$ cat config.mk
export PLATFORM = sky130hd
export DESIGN_NAME = paddle_ctrl
export DESIGN_NICKNAME = d
export VERILOG_FILES = /design/src/rtl/paddle_pkg.sv /design/src/rtl/paddle_channel.sv /design/src/rtl/paddle_ctrl.sv
export SDC_FILE = /design/constraint.sdc
export NUM_CORES = 1
export LEC_CHECK = 0
export CAP_MARGIN = 25
export CORE_MARGIN = 2
export CORE_UTILIZATION = 48
export CTS_CLUSTER_SIZE = 25
export DETAILED_ROUTE_END_ITERATION = 8
export GPL_TIMING_DRIVEN = 0
export PLACE_DENSITY_LB_ADDON = 0.3
export SETUP_SLACK_MARGIN = 0.5
export SYNTH_ARGS = -nofsm -noshare
export SYNTH_HDL_FRONTEND = slang
export SYNTH_SLANG_ARGS = --single-unit
$ cat constraint.sdc
create_clock -name clk_sys -period 4.51 [get_ports clk_sys]
set_input_delay 0.902 -clock clk_sys [delete_from_list [all_inputs] [get_ports clk_sys]]
set_output_delay 0.902 -clock clk_sys [all_outputs]
set_load 0.02 [all_outputs]
$ cat src/rtl/paddle_pkg.sv
// Shared types and constants for the Pong paddle position controller.
package paddle_pkg;

  // Per-player input source selection.
  typedef enum logic [2:0] {
    MODE_DIGITAL    = 3'd0,
    MODE_Y          = 3'd1,
    MODE_Y_INV      = 3'd2,
    MODE_X          = 3'd3,
    MODE_X_INV      = 3'd4,
    MODE_PADDLE     = 3'd5,
    MODE_PADDLE_INV = 3'd6,
    MODE_FIXED      = 3'd7
  } mode_e;

  // Default screen geometry of the Pong core.
  localparam int DEF_UGAP         = 23;
  localparam int DEF_LGAP         = 13;
  localparam int DEF_CENTER       = 114;
  localparam int DEF_ACCEL_FRAMES = 8;

  // Digital base step sizes selected by the speed input.
  localparam logic [3:0] STEP_SLOW = 4'd4;
  localparam logic [3:0] STEP_FAST = 4'd8;

  // Number of usable positions between the top and bottom margins.
  function automatic int span(input int ugap, input int lgap);
    return 256 - ugap - lgap;
  endfunction

endpackage

$ cat src/rtl/paddle_channel.sv
// One player's paddle path: analog mapping, digital integrator with
// acceleration, frame latch, scanline counter and comparator output.
module paddle_channel
  import paddle_pkg::*;
#(
  parameter int UGAP         = DEF_UGAP,
  parameter int LGAP         = DEF_LGAP,
  parameter int CENTER       = DEF_CENTER,
  parameter int ACCEL_FRAMES = DEF_ACCEL_FRAMES
) (
  input  logic       clk_sys,
  input  logic       reset,
  input  logic       hsync_re,
  input  logic       vsync_re,
  input  logic       pad_trg_n,
  input  logic [3:0] base_step,
  input  logic [2:0] mode,
  input  logic       dig_up,
  input  logic       dig_down,
  input  logic [7:0] ana_x,
  input  logic [7:0] ana_y,
  input  logic [7:0] paddle,
  output logic       pad_out,
  output logic [7:0] pos_out
);

  localparam int         SPAN     = span(UGAP, LGAP);
  localparam logic [7:0] SPAN8    = 8'(SPAN);
  localparam logic [7:0] UGAP8    = 8'(UGAP);
  localparam logic [8:0] POS_MIN  = 9'(UGAP);
  localparam logic [8:0] POS_MAX  = 9'(255 - LGAP);
  localparam logic [7:0] CENTER8  = 8'(CENTER);
  localparam int         HOLD_W   = $clog2(ACCEL_FRAMES + 1);
  localparam logic [HOLD_W-1:0] HOLD_MAX = HOLD_W'(ACCEL_FRAMES);

  mode_e             mode_in;
  mode_e             mode_q;
  logic [7:0]        v_sel;
  logic [15:0]       product;
  logic [7:0]        mapped_nxt;
  logic [7:0]        mapped_q;

  logic              up_only;
  logic              dn_only;
  logic              one_dir;
  logic              dir_change;
  logic              enter_digital;
  logic [4:0]        step;
  logic [8:0]        up_val;
  logic [8:0]        dn_val;
  logic [8:0]        pos_d_q;
  logic [8:0]        pos_d_nxt;
  logic [HOLD_W-1:0] hold_q;
  logic [HOLD_W-1:0] hold_nxt;
  logic              last_dn_q;
  logic              last_dn_nxt;
  logic [7:0]        target;
  logic [7:0]        pos_lat_q;
  logic [7:0]        cnt_q;

  assign mode_in = mode_e'(mode);

  // Select the analog source, convert signed axes to offset binary, scale into the play field.
  // NOTE: every combinational output gets a default first, so no path can leave it unassigned and infer a latch.
  always_comb begin
    v_sel = paddle;
    unique case (mode_in)
      MODE_Y, MODE_Y_INV: v_sel = {~ana_y[7], ana_y[6:0]};
      MODE_X, MODE_X_INV: v_sel = {~ana_x[7], ana_x[6:0]};
      default:            v_sel = paddle;
    endcase
    if (mode_in == MODE_Y_INV || mode_in == MODE_X_INV || mode_in == MODE_PADDLE_INV) begin
      v_sel = ~v_sel;
    end
    product    = 16'(v_sel) * 16'(SPAN8);
    mapped_nxt = UGAP8 + product[15:8];
  end

  // Register the mapped position and the mode; the mode register gives the Digital entry edge.
  // NOTE: sequential state uses non-blocking assignments so every register samples pre-edge values.
  always_ff @(posedge clk_sys or posedge reset) begin
    if (reset) begin
      mapped_q <= '0;
      mode_q   <= MODE_DIGITAL;
    end else begin
      mapped_q <= mapped_nxt;
      mode_q   <= mode_in;
    end
  end

  assign up_only       = dig_up & ~dig_down;
  assign dn_only       = dig_down & ~dig_up;
  assign one_dir       = up_only | dn_only;
  assign dir_change    = one_dir && (hold_q != '0) && (dn_only != last_dn_q);
  assign enter_digital = (mode_in == MODE_DIGITAL) && (mode_q != MODE_DIGITAL);

  // Step size and clamped candidate positions; compares are widened so nothing wraps.
  always_comb begin
    step = {1'b0, base_step};
    if (hold_q >= HOLD_MAX && !dir_change) begin
      step = {base_step, 1'b0};
    end
    up_val = 9'(pos_d_q - 9'(step));
    if (10'(pos_d_q) < 10'(step) + 10'(POS_MIN)) begin
      up_val = POS_MIN;
    end
    dn_val = 9'(pos_d_q + 9'(step));
    if (10'(pos_d_q) + 10'(step) > 10'(POS_MAX)) begin
      dn_val = POS_MAX;
    end
  end

  // Next integrator state: bumpless load on Digital entry has priority over a frame step.
  always_comb begin
    pos_d_nxt   = pos_d_q;
    hold_nxt    = hold_q;
    last_dn_nxt = last_dn_q;
    if (enter_digital) begin
      pos_d_nxt = {1'b0, pos_lat_q};
    end else if (vsync_re) begin
      if (up_only) begin
        pos_d_nxt = up_val;
      end else if (dn_only) begin
        pos_d_nxt = dn_val;
      end
    end
    if (vsync_re) begin
      if (!one_dir || dir_change) begin
        hold_nxt = '0;
      end else if (hold_q < HOLD_MAX) begin
        hold_nxt = hold_q + 1'b1;
      end
      if (one_dir) begin
        last_dn_nxt = dn_only;
      end
    end
  end

  // Digital integrator state.
  always_ff @(posedge clk_sys or posedge reset) begin
    if (reset) begin
      pos_d_q   <= 9'(CENTER);
      hold_q    <= '0;
      last_dn_q <= 1'b0;
    end else begin
      pos_d_q   <= pos_d_nxt;
      hold_q    <= hold_nxt;
      last_dn_q <= last_dn_nxt;
    end
  end

  // Frame target; Digital uses the next integrator value so a step shows on the same frame edge.
  always_comb begin
    target = mapped_q;
    unique case (mode_q)
      MODE_DIGITAL: target = pos_d_nxt[7:0];
      MODE_FIXED:   target = CENTER8;
      default:      target = mapped_q;
    endcase
  end

  // Latch the position once per frame so it never moves mid-frame.
  always_ff @(posedge clk_sys or posedge reset) begin
    if (reset) begin
      pos_lat_q <= CENTER8;
    end else if (vsync_re) begin
      pos_lat_q <= target;
    end
  end

  // Scanline counter from the paddle trigger; clear wins over a line edge, saturates at 255.
  always_ff @(posedge clk_sys or posedge reset) begin
    if (reset) begin
      cnt_q <= '0;
    end else if (!pad_trg_n) begin
      cnt_q <= '0;
    end else if (hsync_re && cnt_q != 8'hFF) begin
      cnt_q <= cnt_q + 8'd1;
    end
  end

  // Comparator pulse: high while the line count is above the paddle.
  always_ff @(posedge clk_sys or posedge reset) begin
    if (reset) begin
      pad_out <= 1'b0;
    end else begin
      pad_out <= (cnt_q < pos_lat_q);
    end
  end

  assign pos_out = pos_lat_q;

endmodule

$ cat src/rtl/paddle_ctrl.sv
// Multi-player paddle controller: shared sync edge detect and base step,
// one paddle_channel per player.
module paddle_ctrl
  import paddle_pkg::*;
#(
  parameter int NUM_PLAYERS  = 2,
  parameter int UGAP         = DEF_UGAP,
  parameter int LGAP         = DEF_LGAP,
  parameter int CENTER       = DEF_CENTER,
  parameter int ACCEL_FRAMES = DEF_ACCEL_FRAMES
) (
  input  logic                     clk_sys,
  input  logic                     reset,
  input  logic                     hsync,
  input  logic                     vsync,
  input  logic                     pad_trg_n,
  input  logic                     speed,
  input  logic [3*NUM_PLAYERS-1:0] mode,
  input  logic [NUM_PLAYERS-1:0]   dig_up,
  input  logic [NUM_PLAYERS-1:0]   dig_down,
  input  logic [8*NUM_PLAYERS-1:0] ana_x,
  input  logic [8*NUM_PLAYERS-1:0] ana_y,
  input  logic [8*NUM_PLAYERS-1:0] paddle,
  output logic [NUM_PLAYERS-1:0]   pad_out,
  output logic [8*NUM_PLAYERS-1:0] pos_out
);

  logic       hsync_d;
  logic       vsync_d;
  logic       hsync_re;
  logic       vsync_re;
  logic [3:0] base_step;

  // One-cycle delay of the sync levels for rising-edge detection.
  always_ff @(posedge clk_sys or posedge reset) begin
    if (reset) begin
      hsync_d <= 1'b0;
      vsync_d <= 1'b0;
    end else begin
      hsync_d <= hsync;
      vsync_d <= vsync;
    end
  end

  assign hsync_re  = hsync & ~hsync_d;
  assign vsync_re  = vsync & ~vsync_d;
  assign base_step = speed ? STEP_FAST : STEP_SLOW;

  for (genvar i = 0; i < NUM_PLAYERS; i++) begin : g_ch
    paddle_channel #(
      .UGAP         (UGAP),
      .LGAP         (LGAP),
      .CENTER       (CENTER),
      .ACCEL_FRAMES (ACCEL_FRAMES)
    ) u_ch (
      .clk_sys   (clk_sys),
      .reset     (reset),
      .hsync_re  (hsync_re),
      .vsync_re  (vsync_re),
      .pad_trg_n (pad_trg_n),
      .base_step (base_step),
      .mode      (mode[3*i +: 3]),
      .dig_up    (dig_up[i]),
      .dig_down  (dig_down[i]),
      .ana_x     (ana_x[8*i +: 8]),
      .ana_y     (ana_y[8*i +: 8]),
      .paddle    (paddle[8*i +: 8]),
      .pad_out   (pad_out[i]),
      .pos_out   (pos_out[8*i +: 8])
    );
  end

endmodule

======== After elaboration in Yosys (flattened, before gate mapping) ========
Index checks and enable logic that the tools add are counted.
storage, ports and cells
  memories kept ........................... 0
  flip-flop bits (word level) ............. 86
  logic and storage cells ................. 157
  memory bits (read-only) ................. 0
  latch bits .............................. 0
  bits in writable memories ............... 0
cells by class
  eq/ne operators ......................... 18
  muxes and demuxes ....................... 29
  shifts and indexed selects .............. 0
  multiply operators ...................... 2
  reduce and logical (&&, ||, !) cells .... 44
  divide/modulo/power cells ............... 0
  $lt $le $gt $ge ......................... 10
  bitwise operators ....................... 20
  $add $sub $neg .......................... 14
operator list
  operator                                                                number
  9-bit two-way mux                                                       12
  8-bit one-hot mux with 2 select lines                                   4
  8-bit two-way mux                                                       6
  8-bit by 6-bit multiplier with 14-bit output (second input constant)    2
  9-bit by 5-bit adder with 10-bit output                                 2
  10-bit by 8-bit > comparator with 1-bit output (second input constant)  2
  9-bit by 10-bit less-than comparator with 1-bit output                  2
  4-bit two-way mux                                                       5
  9-bit by 5-bit adder with 9-bit output                                  2
  3-bit equality test (second input constant)                             6
  9-bit by 5-bit subtractor with 9-bit output                             2
  5-bit by 8-bit adder with 8-bit output (first input constant)           2
  8-bit by 1-bit adder with 8-bit output (second input constant)          2
  8-bit less-than comparator                                              2
  8-bit inequality test (second input constant)                           2
  8-bit inverter                                                          2
  5-bit by 5-bit adder with 6-bit output (second input constant)          2
  3-bit by 2-bit equality test with 1-bit output (second input constant)  4
  3-bit zero test                                                         4
  2-bit AND reduction                                                     6
  3-bit nonzero test                                                      4
  1-bit logical AND                                                       10
  5-bit two-way mux                                                       2
  1-bit inverter                                                          10
  other kinds (13)                                                        40

======== Logic depth before layout (Yosys ltp) ========
  word-level depth ........................ 16
  gate-level depth with buffers ........... 27

======== Cells and area by module ========
A second synthesis with hierarchy kept.
unflattened totals
  cell total of the unflattened synthesis .. 1,092
  area total of the unflattened synthesis .. 9,316.4 um^2
by module, submodules not included
  module                         seq. area each (um^2)  area an instance (um^2)  cells each  instances
  paddle_channel (g_ch[0].u_ch)  1,061.0                4,621.9                  544         1
  paddle_channel (g_ch[1].u_ch)  1,061.0                4,605.7                  541         1
  paddle_ctrl                    50.0                   88.8                     7           1

======== Least setup slack after synthesis ========
No wires, ideal clock.
  path type ............................... in2reg
  from .................................... in mode[0]
  to ...................................... reg g_ch[0].u_ch.mapped_q[7]
  required time ........................... 4.378 ns
  arrival ................................. 5.971 ns
  cell stages on the path ................. 21
  setup slack ............................. -1.593 ns
  buffers on the path ..................... 2
  setup time .............................. 0.132 ns
  path through ............................ buf_2 > buf_1 > nor2_1 > a22oi_1 > o211ai_1 > a32oi_1 > ha_1 > fa_1 > inv_1 > fa_1 > inv_1 > ha_1 > nor2_1 > or4b_2 > a21oi_1 > nor3b_1 > o21a_1 > nor3_4 > nor4_1 > nor4_1 > xnor2_1
between the ends
  word-level cells in the longest chain between the ends .. 7
RTL lines
  what                                                                    line                  RTL
  from (decl)                                                             paddle_ctrl.sv:18     input logic [3*NUM_PLAYERS-1:0] mode,
  3-bit by 2-bit equality test with 1-bit output (tied with other cells)  paddle_channel.sv:67  unique case (mode_in)
  2-bit OR reduction                                                      paddle_channel.sv:67
  8-bit one-hot mux with 2 select lines                                   paddle_channel.sv:67
  8-bit inverter                                                          paddle_channel.sv:73  v_sel = ~v_sel;
  8-bit two-way mux (*)                                                   paddle_channel.sv:72  if (mode_in == MODE_Y_INV || mode_in == MODE_X_INV || mode_in == MODE_PADDLE_INV) begin
  8-bit by 6-bit multiplier with 14-bit output (*)                        paddle_channel.sv:75  product = 16'(v_sel) * 16'(SPAN8);
  5-bit by 8-bit adder with 8-bit output (*)                              paddle_channel.sv:76  mapped_nxt = UGAP8 + product[15:8];
  named net g_ch[0].u_ch.mapped_nxt[7]                                    paddle_channel.sv:40  logic [7:0] mapped_nxt;
  to (signal assigned)                                                    paddle_channel.sv:86  mapped_q <= mapped_nxt;
  to (decl)                                                               paddle_channel.sv:41  logic [7:0] mapped_q;
Mark *: on every way through the listed nets, which the timed path passes. The rest lies on a longest branch.
A chain may end at the register's enable or synchronous reset.

======== Final worst setup path ========
  from .................................... in mode[4]
  to ...................................... reg g_ch[1].u_ch.mapped_q[7]
between the ends
  word-level cells in the longest chain between the ends .. 7
RTL lines
  what                                                                    line
  3-bit by 2-bit equality test with 1-bit output (tied with other cells)  paddle_channel.sv:67
  2-bit OR reduction                                                      paddle_channel.sv:67
  8-bit one-hot mux with 2 select lines                                   paddle_channel.sv:67
  8-bit inverter                                                          paddle_channel.sv:73
  8-bit two-way mux (*)                                                   paddle_channel.sv:72
  8-bit by 6-bit multiplier with 14-bit output (*)                        paddle_channel.sv:75
  5-bit by 8-bit adder with 8-bit output (*)                              paddle_channel.sv:76
  named net g_ch[1].u_ch.mapped_nxt[7]                                    paddle_channel.sv:40
  to (signal assigned)                                                    paddle_channel.sv:86
  to (decl)                                                               paddle_channel.sv:41
Marks and branches as above.

==> metrics.txt <==
# TYPE chip_impl_metric gauge
chip_impl_metric{name="finalHoldViolations",unit=""} 0
chip_impl_metric{name="design.die.area",unit="mm²"} 0.01894
chip_impl_metric{name="ys.warnings.count",unit=""} 0
chip_impl_info{name="regToRegStartpoint",value="g_ch[1].u_ch.last_dn_q$_DFFE_PP0P_"} 1
chip_impl_metric{name="measured_slew_at_the_worst_slew_check_pin",unit="ns"} 0.7003
chip_impl_info{name="cp_cell_sequence",value="buf_8 -> buf_12 -> buf_12 -> buf_6 -> mux2i_1 -> o2bb2ai_2 -> a221oi_4 -> inv_2 -> fa_1 -> ha_2 -> fa_1 -> ha_4 -> nor3b_4 -> mux2i_4 -> nand3b_1 -> nor4_1 -> nor3_2 -> a21oi_2 -> or2_4 -> o311ai_4 -> nor4b_2 -> xnor2_1"} 1
chip_impl_metric{name="first_global_vias",unit=""} 7651
chip_impl_metric{name="firstDrtPassIters",unit=""} 5
chip_impl_metric{name="layout-drive-gt1-share",unit="%"} 26.50
chip_impl_metric{name="sequentialPowerShare",unit="%"} 15.6
chip_impl_metric{name="finalWeightedCongestion",unit=""} 0.8633
chip_impl_metric{name="final_cell_count_no_fill",unit=""} 1425
chip_impl_metric{name="start_util",unit="%"} 49.37
chip_impl_metric{name="num_io_pins",unit=""} 82
chip_impl_metric{name="yosys.area_share.simple",unit="%"} 17.94
chip_impl_metric{name="largest_net_degree_at_the_start_of_global_routing",unit=""} 53
chip_impl_metric{name="cts_buffer_depth",unit=""} 2
chip_impl_metric{name="antenna_left",unit=""} 0
chip_impl_metric{name="timing.max_cap.violations",unit=""} 0
chip_impl_metric{name="cp_max_fo",unit=""} 4
chip_impl_info{name="cts_tree",value="yes"} 1
chip_impl_metric{name="synth_edf_count",unit=""} 0
chip_impl_metric{name="whs",unit="ns"} 0.5239
chip_impl_metric{name="numCtsBuffers",unit=""} 9
chip_impl_metric{name="initial_antenna_violation_count",unit=""} 0
chip_impl_metric{name="first_iter_violations",unit=""} 453
chip_impl_metric{name="dr_total_vias",unit=""} 7950
chip_impl_info{name="reg_to_reg_critical_path_endpoint",value="g_ch[1].u_ch.pos_out[7]$_DFFE_PP0P_"} 1
chip_impl_metric{name="post-route-cell-area",unit="mm²"} 0.01184
chip_impl_metric{name="period_needed",unit="ns"} 5.524
chip_impl_metric{name="setup_tns",unit="ns"} -6.666
chip_impl_info{name="status",value="complete, but fails checks"} 1
chip_impl_metric{name="synthesis.area",unit="mm²"} 0.008569
chip_impl_info{name="ctsRootBufferMaster",value="sky130_fd_sc_hd__clkbuf_16"} 1
chip_impl_metric{name="synth-xor-area-share",unit="%"} 5.402
chip_impl_metric{name="layout_setup_ws",unit="ns"} -1.014
chip_impl_metric{name="final_setup_vio_count",unit=""} 12
chip_impl_metric{name="post_synthesis_compound_gate_area_fraction",unit="%"} 19.45
chip_impl_metric{name="row_count",unit=""} 48
chip_impl_metric{name="clock_input_transition_at_the_sequential_cells_of_the_worst_setup_and_hold_paths",unit="ns"} 0.06
chip_impl_metric{name="synth-seq-cells",unit=""} 86
chip_impl_metric{name="post_synth_fa_ha_maj_area_fraction",unit="%"} 20.50
chip_impl_metric{name="sequential_element_share_of_the_synthesized_area",unit="%"} 25.35
chip_impl_metric{name="async_flop_share",unit="%"} 100.0
chip_impl_metric{name="dp.final_hpwl",unit="µm"} 15620
chip_impl_metric{name="path_buf_inv",unit=""} 5
chip_impl_metric{name="drt-vias-per-instance",unit=""} 5.579
chip_impl_metric{name="core",unit="mm²"} 0.01736
chip_impl_metric{name="final-max-slew-violation-count",unit=""} 0
chip_impl_metric{name="combinational_power_share",unit="%"} 74.6
chip_impl_metric{name="syn_area_per_cell",unit="µm²"} 8.435
chip_impl_metric{name="portbufs",unit=""} 81
chip_impl_metric{name="synth_mux_area_share",unit="%"} 4.439
chip_impl_metric{name="share_clk_of_total_power",unit="%"} 9.9
chip_impl_metric{name="power_leakage",unit="nW"} 5.334
chip_impl_metric{name="areaGrowthSynthToFinish",unit="%"} 38.14
chip_impl_metric{name="switching_power",unit="mW"} 3.408
chip_impl_metric{name="max-slew-margin-rel",unit="%"} 52.99
chip_impl_info{name="hold_path.startpoint",value="g_ch[1].u_ch.mapped_q[5]$_DFF_PP0_"} 1
chip_impl_metric{name="cellInternalPower",unit="mW"} 4.281
chip_impl_metric{name="grt.total_usage",unit="%"} 23.24
chip_impl_info{name="kind_of_cell_adding_the_most_delay_to_the_critical_path",value="simple AND/OR/NAND/NOR gates"} 1
chip_impl_metric{name="die_y_extent",unit="µm"} 137.6
chip_impl_info{name="layout_commonest_cell",value="sky130_fd_sc_hd__inv_1"} 1
chip_impl_metric{name="pwr_density_cell",unit="mW/mm²"} 649.5
chip_impl_metric{name="r2r.worst_path.cells",unit=""} 17
chip_impl_metric{name="layout_worst_path_cycle_share",unit="%"} 122.5
chip_impl_info{name="ys_dominant_reg_cell",value="sky130_fd_sc_hd__dfrtp_1"} 1
chip_impl_metric{name="grt_remaining_overflow",unit=""} 0
chip_impl_metric{name="placed_cells_incl_taps",unit=""} 1323
chip_impl_metric{name="synth_cells",unit=""} 1016
chip_impl_metric{name="fmax",unit="MHz"} 181.0
chip_impl_metric{name="placed_cell_area",unit="mm²"} 0.01010
chip_impl_metric{name="max_stage_delay",unit="ns"} 0.60
chip_impl_info{name="timing.setup.critical_path_class",value="primary input to flop"} 1
chip_impl_metric{name="clock_latency_reported_for_the_late_side_of_the_worst_skew_pair",unit="ns"} 0.34
chip_impl_metric{name="data_required_time_at_the_worst_endpoint",unit="ns"} 4.72
chip_impl_metric{name="hold_path_depth",unit=""} 2
chip_impl_metric{name="post_synth_num_cell_types",unit=""} 81
chip_impl_info{name="rsz0062_at_grt",value="yes"} 1
chip_impl_metric{name="cts_hold_buf",unit=""} 0
chip_impl_info{name="violations_in_the_final_reports",value="setup timing"} 1
chip_impl_metric{name="drt-wirelength-per-cell",unit="µm"} 15.98
chip_impl_metric{name="worst-endpoint-arrival",unit="ns"} 5.74
chip_impl_metric{name="grt_pass1_wl",unit="µm"} 35690
chip_impl_metric{name="synth.net_count",unit=""} 1204
chip_impl_info{name="mostFrequentLayoutCells",value="92 x sky130_fd_sc_hd__inv_1, 85 x sky130_fd_sc_hd__nor2_1, 76 x sky130_fd_sc_hd__nand2_1, 76 x sky130_fd_sc_hd__ha_1, 74 x sky130_fd_sc_hd__buf_4"} 1
chip_impl_info{name="timing.critical_path.from_type",value="primary input"} 1
chip_impl_metric{name="worst_ir_drop_vdd",unit="mV"} 0.4201
chip_impl_metric{name="final_clock_skew",unit="ns"} 0.009450
chip_impl_info{name="worst_case_hold_path_end_point",value="g_ch[1].u_ch.pos_out[5]$_DFFE_PP1P_"} 1
chip_impl_metric{name="setup.reg_to_reg.worst_slack",unit="ns"} 1.10
chip_impl_metric{name="design.final.nets",unit=""} 1383
chip_impl_info{name="holdCritPathClass",value="flop to flop"} 1
chip_impl_info{name="main_combinational_cell_family_by_area_after_synthesis",value="adder cells"} 1
chip_impl_metric{name="die_w",unit="µm"} 137.6
chip_impl_metric{name="switching_share",unit="%"} 44.32
chip_impl_metric{name="drc",unit=""} 0
chip_impl_info{name="crit_slowest_cell",value="sky130_fd_sc_hd__fa_1"} 1
chip_impl_metric{name="diodes_inserted",unit=""} 0
chip_impl_info{name="kind_of_capture_point_of_the_worst_setup_path",value="flop"} 1
chip_impl_metric{name="cts-htree-levels",unit=""} 3
chip_impl_metric{name="tritoncts_num_sinks",unit=""} 86
chip_impl_metric{name="finalWirelength",unit="µm"} 22780
[cell usage after synthesis (5+ instances only)]
| master | number | area share (%) |
|---|---|---|
| sky130_fd_sc_hd__inv_1 | 105 | 4.6 |
| sky130_fd_sc_hd__ha_1 | 98 | 14 |
| sky130_fd_sc_hd__nor2_1 | 91 | 4.0 |
| sky130_fd_sc_hd__nand2_1 | 84 | 3.7 |
| sky130_fd_sc_hd__a21oi_1 | 73 | 4.3 |
| sky130_fd_sc_hd__dfrtp_1 | 70 | 20 |
| sky130_fd_sc_hd__o21ai_0 | 65 | 3.8 |
| sky130_fd_sc_hd__xnor2_1 | 33 | 3.4 |
| sky130_fd_sc_hd__clkbuf_1 | 32 | 1.4 |
| sky130_fd_sc_hd__fa_1 | 26 | 6.1 |
| sky130_fd_sc_hd__mux2i_1 | 23 | 2.7 |
| sky130_fd_sc_hd__nand3_1 | 23 | 1.3 |
| sky130_fd_sc_hd__xor2_1 | 18 | 1.8 |
| sky130_fd_sc_hd__nor3_1 | 17 | 0.99 |
| sky130_fd_sc_hd__dfstp_2 | 16 | 4.9 |
| sky130_fd_sc_hd__nand2b_1 | 15 | 1.1 |
| sky130_fd_sc_hd__mux2_2 | 12 | 1.6 |
| sky130_fd_sc_hd__o221ai_1 | 12 | 1.2 |
| sky130_fd_sc_hd__and3_1 | 11 | 0.80 |
| sky130_fd_sc_hd__and2_1 | 10 | 0.73 |
| sky130_fd_sc_hd__a21o_1 | 9 | 0.79 |
| sky130_fd_sc_hd__a22oi_1 | 9 | 0.79 |
| sky130_fd_sc_hd__nand3b_1 | 8 | 0.70 |
| sky130_fd_sc_hd__nor2b_1 | 8 | 0.58 |
| sky130_fd_sc_hd__a31oi_1 | 7 | 0.51 |
| sky130_fd_sc_hd__o21bai_1 | 7 | 0.61 |
| sky130_fd_sc_hd__o22ai_1 | 7 | 0.51 |
| sky130_fd_sc_hd__or3_1 | 7 | 0.51 |
| sky130_fd_sc_hd__a221oi_1 | 6 | 0.61 |
| sky130_fd_sc_hd__nor3b_1 | 6 | 0.53 |
| sky130_fd_sc_hd__o211ai_1 | 6 | 0.53 |
| sky130_fd_sc_hd__o21a_1 | 6 | 0.53 |
| sky130_fd_sc_hd__a211oi_1 | 5 | 0.44 |
| sky130_fd_sc_hd__a21boi_0 | 5 | 0.44 |
| sky130_fd_sc_hd__nand4_1 | 5 | 0.37 |
| sky130_fd_sc_hd__nor4_1 | 5 | 0.37 |
| sky130_fd_sc_hd__o21ai_1 | 5 | 0.29 |
[how the worst max path moves through the flow]
stage	start	endpoint	slack, ns	cells after the start
after floorplan	mode[4]	g_ch[1].u_ch.mapped_q[7]$_DFF_PP0_	-0.86	22
after global placement	mode[2]	g_ch[0].u_ch.mapped_q[7]$_DFF_PP0_	-1.83	22
after detailed placement	mode[2]	g_ch[0].u_ch.mapped_q[7]$_DFF_PP0_	-1.88	22
after CTS	mode[1]	g_ch[0].u_ch.mapped_q[7]$_DFF_PP0_	-0.96	24
after global routing	mode[4]	g_ch[1].u_ch.mapped_q[7]$_DFF_PP0_	-1.24	22
final	mode[4]	g_ch[1].u_ch.mapped_q[7]$_DFF_PP0_	-1.01	22
[power by group through the flow]
stage	combinational [mW]	sequential (mW)	clock [mW]
floorplan	3.26	1.19	0
global placement	4.09	1.19	0
detailed placement	4.21	1.20	0
CTS	5.00	1.19	0.768
global route	6.25	1.21	0.806
finish	5.73	1.20	0.759
[layout make-up]
class | count | area (µm²)
flip-flops and latches | 86 | 2172
clock buffers | 9 | 225.2
fillers | 1309 | 5519
clock inverters | 7 | 81.33
inverters | 106 | 417.9
repair buffers | 168 | 1539
multi-input cells | 780 | 6761
plain buffers | 44 | 359.1
well taps | 225 | 281.5
[metrics by stage]
stage | setup WS (ns) | power [mW] | util, %
floorplan | -0.8623 | 4.457 | -
global placement | -1.833 | 5.286 | 58.05
detailed placement | -1.881 | 5.403 | 58.22
CTS | -0.9615 | 6.957 | 65.38
global route | -1.240 | 8.271 | 68.20
finish | -1.014 | 7.688 | 68.20
[worst register-to-register path: cells and delay by family (launching register included)]
family / cells / cell delay (ns)
DFF: 1 / 0.43
AOI/OAI and AO/OA: 6 / 1.07
adders and majority gates: 3 / 0.67
xor gates and xnor gates: 1 / 0.18
and+or+nand+nor: 6 / 0.87
buffers and inverters: 1 / 0.06
[logic make-up after synthesis]
family	after synthesis
AND/OR/NAND/NOR	309
buffers and inverters	150
multiplexers	36
AO/OA/AOI/OAI	258
flip-flops	86
adder cells (fa/ha/maj)	125
XOR/XNOR	52
[state kept, by name (all words and copies together) (netlist names)]
name / cells
g_ch.u_ch.pad_out: 2
g_ch.u_ch.mapped_q: 16
g_ch.u_ch.hold_q: 8
g_ch.u_ch.mode_q: 6
g_ch.u_ch.pos_d_q: 18
vsync_d: 1
hsync_d: 1
g_ch.u_ch.cnt_q: 16
g_ch.u_ch.pos_out: 16
g_ch.u_ch.last_dn_q: 2
[repair_timing]
action | 4_1_cts | 5_1_grt
setup endpoints to repair | 48 | 34
pin swaps | 79 | 72
resized for setup | 154 | 76
buffers inserted | 62 | 24
[per-layer routing]
metal  track usage [%]  part of all wire [%]  vias up
met4             6.644                   2.0        0
met1             30.97                    44     3838
met2             40.44                    51      155
met5                 0                     0        -
met3             1.803                   2.9       34
li1                  -                     -     3923
No activity file was read; power rests on OpenSTA's default activity.
